### config.mk
export PLATFORM = sky130hd
export DESIGN_NAME = fetch_prefetch_unit
export DESIGN_NICKNAME = d
export VERILOG_FILES = /design/src/rtl/fetch_prefetch_unit.sv
export SDC_FILE = /design/constraint.sdc
export NUM_CORES = 1
export LEC_CHECK = 0
export BUFFER_PORTS_ARGS = -buffer_cell sky130_fd_sc_hd__buf_2
export CORE_MARGIN = 1
export CORE_UTILIZATION = 57
export CTS_CLUSTER_SIZE = 20
export DETAILED_ROUTE_END_ITERATION = 7
export MAX_ROUTING_LAYER = met4
export PLACE_DENSITY = 0.81
export SLEW_MARGIN = 0
export SYNTH_ARGS = -nofsm -noshare
export SYNTH_HDL_FRONTEND = slang
export SYNTH_SLANG_ARGS = --single-unit
### constraint.sdc
create_clock -name CLK -period 8.4 [get_ports CLK]
set_input_delay 0 -clock CLK [delete_from_list [all_inputs] [get_ports CLK]]
set_output_delay 0 -clock CLK [all_outputs]
set_load 0.005 [all_outputs]
### src/rtl/fetch_prefetch_unit.sv
// Instruction fetch front end: one outstanding memory read feeding a
// 2-entry {instruction, PC} prefetch FIFO, with redirect flush and drop.
module fetch_prefetch_unit #(
  parameter int               Widht   = 32,
  parameter logic [Widht-1:0] ResetPC = '0
) (
  input  logic             CLK,
  input  logic             Reset,
  input  logic             Stall,
  input  logic             Redirect,
  input  logic [Widht-1:0] RedirectPC,
  output logic             MemReq,
  output logic [Widht-1:0] MemAddr,
  input  logic             MemAck,
  input  logic [31:0]      MemData,
  output logic             InstrValid,
  output logic [31:0]      InstrOut,
  output logic [Widht-1:0] PCOut,
  output logic [1:0]       DbgState
);

  // Handshakes: a memory read completes in any cycle with MemReq=1 and
  // MemAck=1; the downstream consumes the head in any cycle with
  // InstrValid=1, Stall=0 and Redirect=0.
  typedef enum logic [1:0] {
    S_IDLE = 2'd0,
    S_WAIT = 2'd1,
    S_DROP = 2'd2
  } state_e;

  state_e           state_q, state_d;
  logic [1:0]       count_q, count_d;
  logic [Widht-1:0] fetch_pc_q, fetch_pc_d;
  logic [Widht-1:0] addr_q, addr_d;
  logic             rd_ptr_q, rd_ptr_d;
  logic             wr_ptr_q, wr_ptr_d;
  logic [31:0]      instr_mem_q [2];
  logic [Widht-1:0] pc_mem_q [2];

  logic             push;
  logic             pop;
  logic [1:0]       count_less_pop;
  logic [Widht-1:0] next_pc;

  always_comb begin
    pop            = (count_q != 2'd0) && !Stall && !Redirect;
    push           = (state_q == S_WAIT) && MemAck && !Redirect;
    count_less_pop = count_q - {1'b0, pop};
    next_pc        = addr_q + Widht'(4);

    state_d    = state_q;
    count_d    = count_less_pop + {1'b0, push};
    fetch_pc_d = fetch_pc_q;
    addr_d     = addr_q;
    rd_ptr_d   = rd_ptr_q ^ pop;
    wr_ptr_d   = wr_ptr_q ^ push;

    if (Redirect) begin
      count_d    = 2'd0;
      rd_ptr_d   = 1'b0;
      wr_ptr_d   = 1'b0;
      fetch_pc_d = RedirectPC;
    end

    case (state_q)
      S_IDLE: begin
        if (!Redirect && (count_less_pop < 2'd2)) begin
          state_d = S_WAIT;
          addr_d  = fetch_pc_q;
        end
      end
      S_WAIT: begin
        // An unacked read under redirect must still be drained, hence DROP.
        if (Redirect) begin
          state_d = MemAck ? S_IDLE : S_DROP;
        end else if (MemAck) begin
          fetch_pc_d = next_pc;
          if (count_less_pop == 2'd0) begin
            addr_d = next_pc;
          end else begin
            state_d = S_IDLE;
          end
        end
      end
      S_DROP: begin
        if (MemAck) begin
          state_d = S_IDLE;
        end
      end
      default: state_d = S_IDLE;
    endcase
  end

  always_ff @(posedge CLK) begin
    if (Reset) begin
      state_q        <= S_IDLE;
      count_q        <= 2'd0;
      fetch_pc_q     <= ResetPC;
      addr_q         <= ResetPC;
      rd_ptr_q       <= 1'b0;
      wr_ptr_q       <= 1'b0;
      instr_mem_q[0] <= '0;
      instr_mem_q[1] <= '0;
      pc_mem_q[0]    <= '0;
      pc_mem_q[1]    <= '0;
    end else begin
      state_q    <= state_d;
      count_q    <= count_d;
      fetch_pc_q <= fetch_pc_d;
      addr_q     <= addr_d;
      rd_ptr_q   <= rd_ptr_d;
      wr_ptr_q   <= wr_ptr_d;
      if (push) begin
        instr_mem_q[wr_ptr_q] <= MemData;
        pc_mem_q[wr_ptr_q]    <= addr_q;
      end
    end
  end

  assign MemReq     = (state_q == S_WAIT) || (state_q == S_DROP);
  assign MemAddr    = addr_q;
  assign InstrValid = (count_q != 2'd0);
  assign InstrOut   = instr_mem_q[rd_ptr_q];
  assign PCOut      = pc_mem_q[rd_ptr_q];
  assign DbgState   = state_q;

endmodule

Word-level counts from Yosys, hierarchy flattened
Memories as Yosys holds them, arrays and structs flattened. A register that Yosys moved wholly into a read port is not among the register bits.
Cells that the tools add are included.
Widths: inputs -> output; s select.
{"block": "word_totals", "out_inout_bits": 100, "ff_bits": 70, "memories": 2, "ram_bits": 128, "word_cells": 69}
{"memory": "instr_mem_q", "depth": 2, "width": 32, "rd": 1, "rd_ports_with_merged_regs": 1, "wr": 2, "line_no": "37", "source": "logic [31:0] instr_mem_q [2];"}
{"memory": "pc_mem_q", "depth": 2, "width": 32, "rd": 1, "rd_ports_with_merged_regs": 1, "wr": 2, "line_no": "38", "source": "logic [Widht-1:0] pc_mem_q [2];"}
{"block": "classes", "muxes": 29, "n_bitwise": 2, "n_eq_ne": 9, "order_cmp": 1, "n_reduce_logical": 17, "addsub": 3}
{"cell": "$mux 32", "count": 10}
{"cell": "$pmux 32 s2", "count": 1}
{"cell": "$reduce_or 32->1", "count": 2}
{"cell": "$add 32x3->32 const B", "count": 1}
{"cell": "$mux 2", "count": 6}
{"cell": "$mux 1", "count": 11}
{"cell": "$ne 2x2->1 const B", "count": 5}
{"cell": "$ne 3x3->1 const B", "count": 2}
{"cell": "$pmux 2 s3", "count": 1}
{"cell": "$logic_and 1x1->1", "count": 5}
{"cell": "$reduce_and 5->1", "count": 1}
{"cell": "$logic_not 2->1", "count": 2}
{"cell": "$reduce_and 4->1", "count": 1}
{"cell": "$reduce_bool 2->1", "count": 2}
{"cell": "$add 2x1->2", "count": 1}
{"cell": "$eq 2x1->1 const B", "count": 1}
{"cell": "$eq 2x2->1 const B", "count": 1}
{"cell": "$logic_not 1->1", "count": 2}
{"cell": "$lt 2x2->1 const B", "count": 1}
{"cell": "$reduce_or 2->1", "count": 1}
{"cell": "$sub 2x1->2", "count": 1}
{"cell": "$xor 1x1->1", "count": 2}
{"cell": "$logic_or 1x1->1", "count": 1}

Depth between registers and ports, before layout
Gate-level depths: netlist (run 1).
{"block": "logic_depth", "word_depth": 9, "mapped_depth": 10, "mapped_depth_nobuf": 8}

Worst setup path after synthesis (run 1)
OpenSTA, ideal clock, no wires.
{"block": "synth_path", "path_kind": "register to register", "startpoint": "register state_q[1], in the netlist DbgState[1]", "endpoint": "memory instr_mem_q[0][0] (enable)", "t_arrival_ps": 5775, "path_stages_with_launch": 7, "setup_slack_ps": 2051, "n_path_buf": 1, "synth_period_minus_slack_ps": 6349, "setup_time_ps": 574, "path_cell_list": "dfxtp_1 -> inv_1 -> ha_1 -> nor2b_1 -> nand2_1 -> clkbuf_1 -> o21ai_0"}
{"element": "start: declaration", "line_no": "31", "source": "state_e state_q, state_d;"}
{"element": "start signal: assignment", "line_no": "107", "source": "state_q <= state_d;"}
{"element": "end: declaration", "line_no": "37"}

==> out/qor.yml, run 1 <==
outcome:
  outcome: "complete, no violations"
critical_path:
  endpoint: "pc_mem_q[1][12]"
  reg2reg_from: "DbgState[1]"
  worstPathCellList: "inv_1 -> ha_1 -> buf_4 -> nor2b_1 -> nand2_1 -> buf_4 -> inv_2 -> and3_2 -> buf_4 -> or2_2 -> buf_4"
  path_delay_family: "buffers and inverters"
  reg2reg_depth: 11
  crit_required_ns: 8.45
  worstPathMaxFanout: 65
  path_common_cell: "buf_4"
  crit_buf_inv: 6
  startpoint: "DbgState[1]"
  r2r-end: "pc_mem_q[1][12]"
  max_stage_delay_ns: 0.65
  cpMaxStageDelayCell: "buf_4"
  critPathLaunchType: "flip-flop"
  path_class: "reg -> reg"
  arrival_ns: 4.32
  reg2reg_slack_ns: 4.14
  crit_path_end_kind: "flip-flop"
  cp.depth: 11
sta:
  timing.final.crit_period_ns: 4.26
  fin_worst_skew_ns: 0.0126
  finalCritPeriodShare_pct: 50.8
  fin_ws_ns: 4.14
  hold_viol_final: 0
  slew_headroom_pct: 39.6
  setup_viol: 0
  tightestPinTransition_ns: 0.906
  rsz0062_at_grt: "false"
  finalSetupTns_ns: 0
  drv_slew: 0
  max_freq_ghz: 0.235
yosys:
  ys_seq_elements: 198
  synth_nets: 947
  ys_seq_area_share_pct: 53.3
  syn_area_per_cell_sq_um: 11.3
  synth_edf_count: 128
  synth.cell_area_sq_um: 9840
  synthCells: 872
  ys_warn_count: 0
  synth_ff_type: "edfxtp_1"
  synth_cell_types: 64
  ys_async_sr_fraction_pct: 0
routing:
  num_vias: 7636
  dr.pass1.iters: 5
  detail_route.wl_per_cell_um: 18.1
  routed_wl_um: 23200
  drtIter0Drc: 753
  viasPerCell: 5.97
  ant_nets: 0
  post-route-drc-count: 0
die:
  die_h_um: 133
  initial_core_util_pct: 58.9
  rows: 47
  die_area_sq_um: 17800
  core_sq_um: 16700
  io_pins: 169
  die_x_um: 133
pwr:
  pwr-share-seq_pct: 50.0
  comb_power_share_pct: 13.2
  p_leak_uw: 0.00459
  switching_share_pct: 26.4
  powerDensity_nw_per_um2: 193
  ir_drop_mv: 0.141
  switchingPower_uw: 603
  p_int_uw: 1680
  clock_power_share_pct: 36.8
cts:
  root_buffer: "clkbuf_16"
  numCtsBuffers: 17
  htreeDepth: 4
  cts_buffer_depth: 2
  clk_pin_slew_ns: 0.07
  post_cts_buffers: 0
  cts_tree: "done"
  clkSinkCount: 198
  clk_latency_ns: 0.43
hold_path:
  hold_path_class: "in -> reg"
cells_and_area:
  antenna_cells: 0
  syn2layout_area_growth_pct: 20.1
  layout_common_cells: "buf_2 (168), edfxtp_1 (128), and2_1 (120)"
  layout.nets: 1121
  fill_cells: 1211
  mostFrequentLayoutCell: "buf_2"
  drive_gt1_share_pct: 29.9
  fin_util_pct: 70.8
grt:
  grt_overflow_total: 0
  grt_use_total_pct: 27.0
  grt_max_degree: 66
  grt_pass1_wl_um: 36500
  grt_pass1_vias: 7145
  antenna_found_initial: 0
placed_design:
  io_buffers: 168
  post-dp-hpwl_um: 13700
  dp_slack_ns: 4.13
  place.gp.congestion: 0.851
flow_run:
  maxCapViolations: 0
==> what timing repair did <==
action / in CTS / in global routing
gates resized for setup: 0 / 0
hold buffers: 53 / 0
endpoints found under the hold margin: 85 / 0
==> per-layer routing <==
layer	vias up	GRT usage (%)	wire length (um)
met5	-	-	0
met4	0	8.59	335
met3	29	4.79	1700
met2	344	42.5	11000
met1	3673	35.4	10200
li1	3590	-	-
==> sequential cells by signal (all words and copies together), names as in the netlist <==
| name | flops |
|---|---|
| fetch_pc_q | 32 |
| DbgState | 2 |
| wr_ptr_q | 1 |
| count_q | 2 |
| MemAddr | 32 |
| rd_ptr_q | 1 |
| instr_mem_q | 64 |
| pc_mem_q | 64 |
==> worst min path at each step <==
| stage | startpoint | end | cells past startpoint |
|---|---|---|---|
| after detailed placement | MemData[11] | instr_mem_q[1][11] | 2 |
| after global placement | MemData[25] | instr_mem_q[1][25] | 2 |
| after CTS | RedirectPC[23] | fetch_pc_q[23] | 3 |
| after floorplan | MemData[0] | instr_mem_q[0][0] | 1 |
| final | RedirectPC[30] | fetch_pc_q[30] | 4 |
| after global routing | RedirectPC[13] | fetch_pc_q[13] | 4 |
==> Yosys cell counts, types with 4 or more instances <==
cell type  instances  area, sq um
a31oi_1           16          100
a311oi_1           8         70.1
buf_6              4         45.0
mux2_2            82          923
edfxtp_1         128         3840
o32ai_1            6         52.6
nor2b_1           18          113
dfxtp_1           70         1400
nand2_1           29          109
and2_1           120          751
o31a_1             4         35.0
nor2_1            21         78.8
nor3_1            12         60.1
clkbuf_8           6         82.6
or4_1             11         82.6
nand2b_1           5         31.3
ha_1               6         75.1
xnor2_1           14          123
o21ai_0           41          205
inv_1             15         56.3
nor4_1            17          106
a211oi_1          21          158
o221ai_1           4         35.0
o31ai_1            9         67.6
a21oi_1           25          125
nand4_1           16          100
or3_1              8         50.1
clkbuf_1          58          218
mux2i_1           12          120
and3_1             5         31.3
buf_1              5         18.8
o21a_1             4         30.0
nand3_1           19         95.1
==> cell families after synthesis <==
family | Yosys count | share of synthesized area [%]
muxes | 94 | 10.6
xor gates and xnor gates | 17 | 1.51
and+or+nand+nor | 297 | 17.8
DFF | 198 | 53.3
buffers and inverters | 94 | 4.63
AOI/OAI and AO/OA | 166 | 11.4
adders and majority gates | 6 | 0.763
==> power groups by stage <==
stage	Combinational [uW]	Clock, uW	Sequential, uW
after global placement	272	0	1160
after CTS	298	847	1140
after detailed placement	277	0	1160
final	301	840	1140
after floorplan	196	0	1140
after global routing	327	886	1150
==> area by class of cell <==
class	count	area, sq um	area share [%]
sequential	198	5250	44.4
multi-input combinational	580	4170	35.3
timing repair buffer	233	1460	12.4
clock buffer	17	425	3.60
tap	220	275	2.33
clock inverter	15	180	1.52
inverter	16	60.1	0.508
==> through the flow <==
| step | hold slack [ns] | instance area, sq um | std cells | power [uW] |
|---|---|---|---|---|
| after floorplan | 0.198 | 9840 | 872 | 1340 |
| after global placement | 0.287 | 10700 | 1194 | 1430 |
| after detailed placement | 0.291 | 10700 | 1194 | 1440 |
| after CTS | 0.000363 | 11800 | 1279 | 2280 |
| after global routing | 0.00461 | 11800 | 1279 | 2360 |
| final | 0.000449 | 11800 | 1279 | 2280 |
==> tightest hold or removal path, stage by stage <==
cell and delay [ns]:
buf_2 0.08, mux2_2 0.12, o21ai_0 0.06, a31oi_1 0.12
(Power assumes the default switching activity.)
==> inputs of run 2 (changes only) <==
CORE_UTILIZATION = 51   (was 57)
PLACE_DENSITY = 0.76   (was 0.81)
clock period = 3.7 ns   (was 8.4 ns; I/O delays follow)
==> out/qor.yml, run 2 (synthesis results as in run 1) <==
sta:
  finalCritPeriodShare_pct: 76.8
  timing.final.crit_period_ns: 2.84
  setup_viol: 0
  tightestPinTransition_ns: 0.972
  rsz0062_at_grt: "false"
  fin_worst_skew_ns: 0.0103
  finalSetupTns_ns: 0
  drv_slew: 0
  max_freq_ghz: 0.352
  hold_viol_final: 0
  fin_ws_ns: 0.859
  slew_headroom_pct: 35.2
critical_path:
  cpMaxStageDelayCell: "a211oi_4"
  path_class: "reg -> reg"
  critPathLaunchType: "flip-flop"
  crit_path_end_kind: "flip-flop"
  reg2reg_slack_ns: 0.86
  crit_buf_inv: 1
  path_delay_family: "compound AO/OA/AOI/OAI gates"
  worstPathMaxFanout: 17
  crit_required_ns: 4.00
  reg2reg_from: "count_q[0]"
  max_stage_delay_ns: 0.69
  r2r-end: "MemAddr[27]"
  reg2reg_depth: 8
  worstPathCellList: "or2_2 -> nor3b_1 -> ha_1 -> nand3_1 -> a211oi_4 -> buf_4 -> mux2i_1 -> a31oi_1"
  arrival_ns: 3.14
pwr:
  clock_power_share_pct: 35.6
  switchingPower_uw: 1360
  p_leak_uw: 0.00460
  switching_share_pct: 26.7
  ir_drop_mv: 0.310
  pwr-share-seq_pct: 50.8
  comb_power_share_pct: 13.6
  powerDensity_nw_per_um2: 428
  p_int_uw: 3740
placed_design:
  post-dp-hpwl_um: 15000
  place.gp.congestion: 0.869
  dp_slack_ns: 0.910
  io_buffers: 168
  placed_area_sq_um: 10800
  placedCellCount: 1238
grt:
  grt_overflow_total: 0
  antenna_found_initial: 0
  grt_pass1_wl_um: 37900
  grt_pass1_vias: 7097
  grt_max_degree: 66
  grt_use_total_pct: 25.4
routing:
  post-route-drc-count: 0
  dr.pass1.iters: 5
  ant_nets: 0
  detail_route.wl_per_cell_um: 18.5
  routed_wl_um: 24500
  drtIter0Drc: 549
  viasPerCell: 5.69
  num_vias: 7541
cells_and_area:
  fin_util_pct: 63.2
  mostFrequentLayoutCell: "buf_2"
  layout.nets: 1128
  fin_cells: 1326
  top_regs: "instr_mem_q: 64 flops, pc_mem_q: 64 flops"
  antenna_cells: 0
  drive_gt1_share_pct: 29.9
  ff_latch_area_sq_um: 5250
  multi_input_area_sq_um: 4170
  fill_cells: 1467
  syn2layout_area_growth_pct: 21.0
  final_cell_area_sq_um: 11900
  layout_common_cells: "buf_2 (168), edfxtp_1 (128), and2_1 (120)"
die:
  initial_core_util_pct: 52.3
  core_sq_um: 18800
  io_pins: 169
  die_area_sq_um: 19900
  die_x_um: 141
  rows: 50
  die_h_um: 141
cts:
  clk_latency_ns: 0.44
  cts_buffer_depth: 2
  numCtsBuffers: 17
  ctsResizeCount: 0
  clk_pin_slew_ns: 0.08
  post_cts_buffers: 0
  htreeDepth: 4
  cts_tree: "done"
  root_buffer: "clkbuf_16"
  clkSinkCount: 198
flow_run:
  maxCapViolations: 0
hold_path:
  hold_path_class: "in -> reg"
  hp-start: "RedirectPC[8]"
  hold_depth: 3
  hold-path-endpoint: "fetch_pc_q[8]"
outcome:
  outcome: "complete, no violations"
==> run 2: tightest hold or removal path, stage by stage <==
cell      delay (ns)
buf_2           0.09
a211oi_1        0.06
a311oi_1        0.23
==> run 2: cell type report <==
cell class,count,share of cell area [%]
clock buffers,18,3.60
clock inverters,14,1.20
inverters,16,0.504
multi-input cells,580,35.0
flip-flops and latches,198,44.1
well taps,260,2.73
repair buffers,240,12.9
==> run 2: metrics by stage <==
| step | hold WS, ns | total power [uW] |
|---|---|---|
| 2_1_floorplan | 0.198 | 3030 |
| 3_3_place_gp | 0.286 | 3260 |
| 3_5_place_dp | 0.291 | 3280 |
| 4_1_cts | 0.000227 | 5110 |
| 5_1_grt | 0.0225 | 5270 |
| 6_report | 0.00257 | 5100 |
==> run 2: worst max path at each step <==
stage                      startpoint                 to  slack (ns)  cells after the start
after floorplan           DbgState[1]  instr_mem_q[0][0]        0.31                      6
after global placement    DbgState[1]        MemAddr[27]        1.02                      8
after detailed placement   count_q[0]        MemAddr[27]        0.91                      8
after CTS                  count_q[0]        MemAddr[27]        0.88                      8
after global routing       count_q[0]        MemAddr[27]        0.70                      8
final                      count_q[0]        MemAddr[27]        0.86                      8
==> run 2: what timing repair did <==
action,4_1_cts,5_1_grt
endpoints found under the setup margin,0,0
endpoints found under the hold margin,88,0
hold buffers,56,0
==> run 2: power by group through the flow <==
stage / combinational (uW) / sequential, uW / clock (uW)
finish: 695 / 2590 / 1820
global placement: 630 / 2630 / 0
CTS: 691 / 2590 / 1830
global route: 755 / 2610 / 1910
floorplan: 446 / 2590 / 0
detailed placement: 642 / 2640 / 0
==> run 2: layer usage <==
metal  track usage, %  vias to the layer above  part of all wire, %
met5                -                        -                    0
met4             8.18                        0                  1.8
met3             3.46                       32                  6.0
met2             40.5                      295                   48
met1             33.5                     3608                   45
li1                 -                     3606                    -
